[src/rtl/board_io_pkg.sv]
// Shared defaults and helpers for the board I/O conditioning block.
package board_io_pkg;

  localparam int unsigned CLK_DIV_DEFAULT   = 2;
  localparam int unsigned DB_CYCLES_DEFAULT = 16;
  localparam int unsigned RGB_W_DEFAULT     = 3;

  // Number of bits needed to index 'value' distinct states (0 for value <= 1).
  function automatic int unsigned clog2(input int unsigned value);
    int unsigned res;
    res = 0;
    for (int i = 0; i < 32; i++) begin
      if ((32'd1 << i) < value) res = i + 1;
    end
    return res;
  endfunction

endpackage

[src/rtl/board_io_conditioner_key_debounce.sv]
// Single-key conditioner: two-flop synchroniser, stability counter,
// debounced level and one-cycle press/release pulses.
module key_debounce
  import board_io_pkg::*;
#(
  parameter int unsigned DB_CYCLES = DB_CYCLES_DEFAULT
) (
  input  logic clk,
  input  logic reset,
  input  logic key_raw,
  output logic level,
  output logic rise,
  output logic fall
);

  localparam int unsigned      CNT_W    = clog2(DB_CYCLES) + 1;
  localparam logic [CNT_W-1:0] CNT_LAST = CNT_W'(DB_CYCLES - 1);

  logic             sync1;
  logic             sync2;
  logic [CNT_W-1:0] cnt;
  logic [CNT_W-1:0] cnt_next;
  logic             flip;

  // Two-flop synchroniser for the asynchronous key input
  always_ff @(posedge clk or posedge reset) begin
    if (reset) begin
      sync1 <= 1'b0;
      sync2 <= 1'b0;
    end else begin
      sync1 <= key_raw;
      sync2 <= sync1;
    end
  end

  // Count consecutive cycles the synchronised key disagrees with the level
  always_comb begin
    flip     = 1'b0;
    cnt_next = '0;
    if (sync2 != level) begin
      if (cnt == CNT_LAST) begin
        flip = 1'b1;
      end else begin
        cnt_next = cnt + 1'b1;
      end
    end
  end

  // Debounced level, stability counter and edge pulses
  always_ff @(posedge clk or posedge reset) begin
    if (reset) begin
      cnt   <= '0;
      level <= 1'b0;
      rise  <= 1'b0;
      fall  <= 1'b0;
    end else begin
      cnt   <= cnt_next;
      level <= level ^ flip;
      rise  <= flip & ~level;
      fall  <= flip & level;
    end
  end

endmodule

[src/rtl/board_io_conditioner.sv]
// Board-side conditioning: pixel clock/enable divider, key debouncing with
// edge pulses, and a pixel-rate output register for the video pins.
module board_io_conditioner
  import board_io_pkg::*;
#(
  parameter int unsigned CLK_DIV   = CLK_DIV_DEFAULT,
  parameter int unsigned NKEYS     = 4,
  parameter int unsigned DB_CYCLES = DB_CYCLES_DEFAULT,
  parameter int unsigned RGB_W     = RGB_W_DEFAULT,
  parameter logic        SYNC_IDLE = 1'b0
) (
  input  logic             clk,
  input  logic             reset,
  input  logic [NKEYS-1:0] keys_in,
  input  logic             hsync_in,
  input  logic             vsync_in,
  input  logic [RGB_W-1:0] rgb_in,
  output logic             pix_clk,
  output logic             pix_ce,
  output logic [NKEYS-1:0] keys_db,
  output logic [NKEYS-1:0] key_press,
  output logic [NKEYS-1:0] key_release,
  output logic             hsync,
  output logic             vsync,
  output logic [RGB_W-1:0] rgb
);

  if (CLK_DIV < 2) begin : g_bad_clk_div
    $error("CLK_DIV must be at least 2");
  end
  if (DB_CYCLES < 1) begin : g_bad_db_cycles
    $error("DB_CYCLES must be at least 1");
  end

  localparam int unsigned      CNT_W    = clog2(CLK_DIV);
  localparam logic [CNT_W-1:0] CNT_LAST = CNT_W'(CLK_DIV - 1);
  localparam logic [CNT_W-1:0] CNT_HALF = CNT_W'(CLK_DIV / 2);

  logic [CNT_W-1:0] cnt;
  logic [CNT_W-1:0] cnt_next;

  // Divider next count: 0..CLK_DIV-1 then wrap
  always_comb begin
    cnt_next = cnt + 1'b1;
    if (cnt == CNT_LAST) cnt_next = '0;
  end

  // Divider state; pix_clk/pix_ce come from flops so they are glitch-free,
  // and pix_ce is loaded from cnt_next so it is high while cnt == CLK_DIV-1
  always_ff @(posedge clk or posedge reset) begin
    if (reset) begin
      cnt     <= '0;
      pix_clk <= 1'b0;
      pix_ce  <= 1'b0;
    end else begin
      cnt     <= cnt_next;
      pix_clk <= (cnt_next >= CNT_HALF);
      pix_ce  <= (cnt_next == CNT_LAST);
    end
  end

  // Video pin register, updated once per pixel period
  always_ff @(posedge clk or posedge reset) begin
    if (reset) begin
      hsync <= SYNC_IDLE;
      vsync <= SYNC_IDLE;
      rgb   <= '0;
    end else if (pix_ce) begin
      hsync <= hsync_in;
      vsync <= vsync_in;
      rgb   <= rgb_in;
    end
  end

  for (genvar k = 0; k < NKEYS; k++) begin : g_key
    key_debounce #(
      .DB_CYCLES (DB_CYCLES)
    ) u_key_debounce (
      .clk     (clk),
      .reset   (reset),
      .key_raw (keys_in[k]),
      .level   (keys_db[k]),
      .rise    (key_press[k]),
      .fall    (key_release[k])
    );
  end

endmodule

[config.mk]
export PLATFORM = sky130hd
export DESIGN_NAME = board_io_conditioner
export DESIGN_NICKNAME = d
export VERILOG_FILES = /design/src/rtl/board_io_pkg.sv /design/src/rtl/board_io_conditioner_key_debounce.sv /design/src/rtl/board_io_conditioner.sv
export SDC_FILE = /design/constraint.sdc
export NUM_CORES = 1
export LEC_CHECK = 0
export CELL_PAD_IN_SITES_DETAIL_PLACEMENT = 1
export CELL_PAD_IN_SITES_GLOBAL_PLACEMENT = 1
export CORE_AREA = 2 2 80 82
export DETAILED_ROUTE_END_ITERATION = 10
export DIE_AREA = 0 0 82 84
export GPL_TIMING_DRIVEN = 0
export MAX_ROUTING_LAYER = met4
export PLACE_DENSITY_LB_ADDON = 0.1
export RECOVER_POWER = 25
export SLEW_MARGIN = 0
export SYNTH_ARGS = -nofsm -noshare
export SYNTH_HDL_FRONTEND = slang
export SYNTH_HIERARCHICAL = 1
export SYNTH_SLANG_ARGS = --single-unit
[constraint.sdc]
create_clock -name clk -period 2.2 [get_ports clk]
set_input_delay 0.44 -clock clk [delete_from_list [all_inputs] [get_ports clk]]
set_output_delay 0.44 -clock clk [all_outputs]
set_load 0.02 [all_outputs]
### Yosys cells after proc, flatten, opt, wreduce, memory -nomap -nowiden

Cells that the tools add are included.
W data, S select, Z words.

* bits in registers: 47
* bits of input ports: 11

* add/sub/neg operators: 5
* order comparisons: 1
* eq/ne operators: 8
* mux-type cells: 17
* bitwise gates (word level): 16

Operator list (count)
* $mux W5: 8
* $add A5 B1 Y5 const B: 4
* $eq A5 B4 Y1 const B: 4
* $mux W1: 9
* $and A1 B1 Y1: 8
* $ne A1 B1 Y1: 4
* $not A1 Y1: 4
* $xor A1 B1 Y1: 4
* $add A1 B1 Y1 const B: 1
* $ge A1 B1 Y1 const B: 1

### Logic depth before layout (Yosys ltp)

* depth after elaboration: 4
* mapped depth: 4
* gate-level depth less buffers: 4

### Modules after synthesis

The synthesis kept the hierarchy.

By module, submodules not included
* key_debounce: instances 4, cells an instance 27, area each 377.9 µm², seq. area each 250.2 µm²
* board_io_conditioner: instances 1, cells an instance 15, area each 251.5 µm², seq. area each 150.1 µm²

### Worst setup path after synthesis

No wires, ideal clock.

* path type: register to register
* from: register g_key[0].u_key_debounce.cnt[0]
* to: register (tool-made name)
* setup time: 125 ps
* arrival: 1035 ps
* required time: 2075 ps
* slack: 1040 ps
* stages on the path, launching flop included: 4
* path buffers: 0
* clock period less this slack: 1160 ps
* path through: dfrtp_1 -> ha_1 -> nand4b_2 -> mux2_4

RTL lines
* start: declaration: RTL line board_io_conditioner_key_debounce.sv:21 `logic [CNT_W-1:0] cnt;`
* start signal: assignment: RTL line board_io_conditioner_key_debounce.sv:57 `cnt <= cnt_next;`

==> flow_summary.ini <==
[status]
status = finished clean

[critical_path]
worstPathCellList = clkdlybuf4s50_1
cp_num_cells = 1
cp-start-kind = flip-flop
worstPathArrival_ns = 1.36
endpoint = keys_db[0]
r2r-start = g_key[2].u_key_debounce/cnt[0]
crit_fanout = 5
critPathSlowestCell = clkdlybuf4s50_1
cp_slowest_stage_delay_ns = 0.64
rrSetupSlack_ns = 0.93
required_ns = 1.76
worstSetupPathType = flip-flop to primary output
path_delay_family = buffers and inverters
crit_buf_inv = 1
cp-end-kind = primary output
rr_worst_depth = 3

[yosys]
synth-main-ff-cell = dfrtp_1
ys_types = 15
async_flop_share_pct = 100.0
yosys.area.top_type = dfrtp_1
synth_edf_count = 0
ys_ff_latch = 46
syn_area_um2 = 1763
synth.area.top_cells = dfrtp_1 65%, mux2_4 7.7%, xor2_1 6.0%
synthTopCellsByCount = 46 x dfrtp_1, 12 x xor2_1, 9 x mux2_4
syn_nets = 138
synth_top_area_share_pct = 65.29
synth_area_per_cell_um2 = 14.33
yosysMostFrequentCell = dfrtp_1
yosys_warnings = 6
yosysSeqAreaShare_pct = 65.29
synth_cells = 123

[routing]
drt_iter0_markers = 13
firstDrtPassIters = 3
vias = 1027
via_per_inst = 4.333
wire_per_inst_um = 13.11
drc = 0
ant_nets = 0
drt-total-wl_um = 3108

[grt]
grt_overflow_total = 0
track_usage_pct = 10.64
antenna_found_initial = 0
grt_pass1_wl_um = 5430
grt_pass1_vias = 1152
grt_max_degree = 14

[timing]
tightestPinTransition_ns = 0.4299
finClkSkew_ns = 0.006282
relSlewSlack_pct = 71.34
max_freq_mhz = 554.3
min_period_ns = 1.804
min_period_over_period_pct = 82.00
hold_viol_final = 0
finalMaxSlewViolations = 0
fin_ws_ns = 0.3959
finalSetupViolCount = 0
tns_ns = 0
rsz0062_at_grt = false

[cells_and_area]
antenna_cells = 0
fillers = 645
drive_gt1_share_pct = 15.63
seqCellArea_um2 = 1151
multi_input_area_um2 = 570.5
area_growth_pct = 26.69
fin_util_pct = 36.64
nets = 174

[clock_tree]
cts_max_path_buffers = 2
htree_levels = 2
clkLatencyLatePin_ns = 0.29
cts_tree = built
cts_made_buffers = 5
cts.sinks = 46
post_cts_buffers = 0
ctsHoldBuffers = 0
post_cts_resized = 0
clock-root-buffer = clkbuf_8
clk_pin_slew_worst_paths_ns = 0.08

[die]
rows = 29
die_h_um = 84
ios = 30
start_util_pct = 28.92
dieArea_um2 = 6888
die_w_um = 82
core-area_um2 = 6096

[worst_hold_path]
hp-class = flip-flop to flip-flop
min-delay-start = g_key[1].u_key_debounce/sync1

[placed_design]
globalplace.congestion = 0.7339
place_ws_ns = 0.6842
port_buffers = 29
hpwl_um = 2351

[flow_run]
cap_violations = 0

[pwr]
static-leakage-power_nw = 1.166
ir_drop_mv = 0.2817
p_per_area_nw_per_um2 = 677.7
per-layer routing:
layer  share of wire (%)  vias to the layer above  global-route usage [%]
li1                    -                      481                       -
met1                  44                      526                   12.68
met2                  51                       15                   16.26
met3                 3.5                        5                   3.896
met5                   0                        -                       -
met4                 1.5                        0                   4.091
cell usage in the layout, fill, tap and decap left out, types with 5 or more instances in the layout:
| cell type | synthesis | routed |
|---|---|---|
| mux2_4 | 9 | 9 |
| nor2_1 | 8 | 8 |
| dfrtp_1 | 46 | 46 |
| nor3b_1 | 8 | 8 |
| nand2_1 | 8 | 8 |
| clkdlybuf4s50_1 | 0 | 24 |
| clkbuf_8 | 0 | 6 |
| inv_1 | 6 | 6 |
| dlygate4sd3_1 | 0 | 5 |
| xor2_1 | 12 | 12 |
area by class of cell:
cell class | instances | share of cell area (%)
clock buffer | 7 | 3.866
inverter | 6 | 1.008
multi-input combinational | 69 | 25.55
clock inverter | 1 | 0.2241
sequential | 46 | 51.54
buffer | 2 | 0.5042
tap | 77 | 4.314
timing repair buffer | 29 | 13.00
stage by stage:
stage / total power, mW / hold WS [ns] / cells / area [um2]
2_1_floorplan: 0.9683 / 0.2310 / 123 / 1763
3_3_place_gp: 1.010 / 0.3325 / 229 / 2150
3_5_place_dp: 1.018 / 0.3364 / 229 / 2150
4_1_cts: 1.547 / 0.3547 / 237 / 2241
5_1_grt: 1.597 / 0.3577 / 237 / 2233
6_report: 1.513 / 0.3516 / 237 / 2233
worst min path at each step:
stage / depth (start not counted) / end
final: 0 / g_key[1].u_key_debounce/sync2
after detailed placement: 0 / g_key[1].u_key_debounce/sync2
after global placement: 0 / g_key[1].u_key_debounce/sync2
after CTS: 0 / g_key[1].u_key_debounce/sync2
after floorplan: 1 / cnt
after global routing: 0 / g_key[1].u_key_debounce/sync2
worst register-to-register path, cell delays in order, from the launching register on:
cell and delay [ns]:
dfrtp_1 0.38, ha_1 0.24, nand4b_2 0.20, mux2_4 0.34
cells by family (layout without fill, tap and decap cells):
| kind of cell | count (synthesis) | count (layout) | synth area share (%) |
|---|---|---|---|
| adders and majority gates | 4 | 4 | 2.839 |
| buffers and inverters | 8 | 45 | 2.342 |
| xor gates and xnor gates | 12 | 12 | 5.962 |
| and+or+nand+nor | 40 | 40 | 14.48 |
| muxes | 9 | 9 | 7.665 |
| DFF | 46 | 46 | 65.29 |
| AOI/OAI and AO/OA | 4 | 4 | 1.419 |
power by group:
group	switching, mW	total [mW]	internal, mW
combinational	0.0481	0.0971	0.0490
clock	0.264	0.518	0.254
sequential	0.0239	0.899	0.875
sequential cells by signal, indices dropped and copies added, names as in the netlist, named ones only:
register	flops
cnt	1
g_key.u_key_debounce/cnt	20
g_key.u_key_debounce/sync1	4
rgb	3
g_key.u_key_debounce/fall	4
g_key.u_key_debounce/rise	4
hsync	1
g_key.u_key_debounce/sync2	4
vsync	1
(Power assumes the default switching activity.)
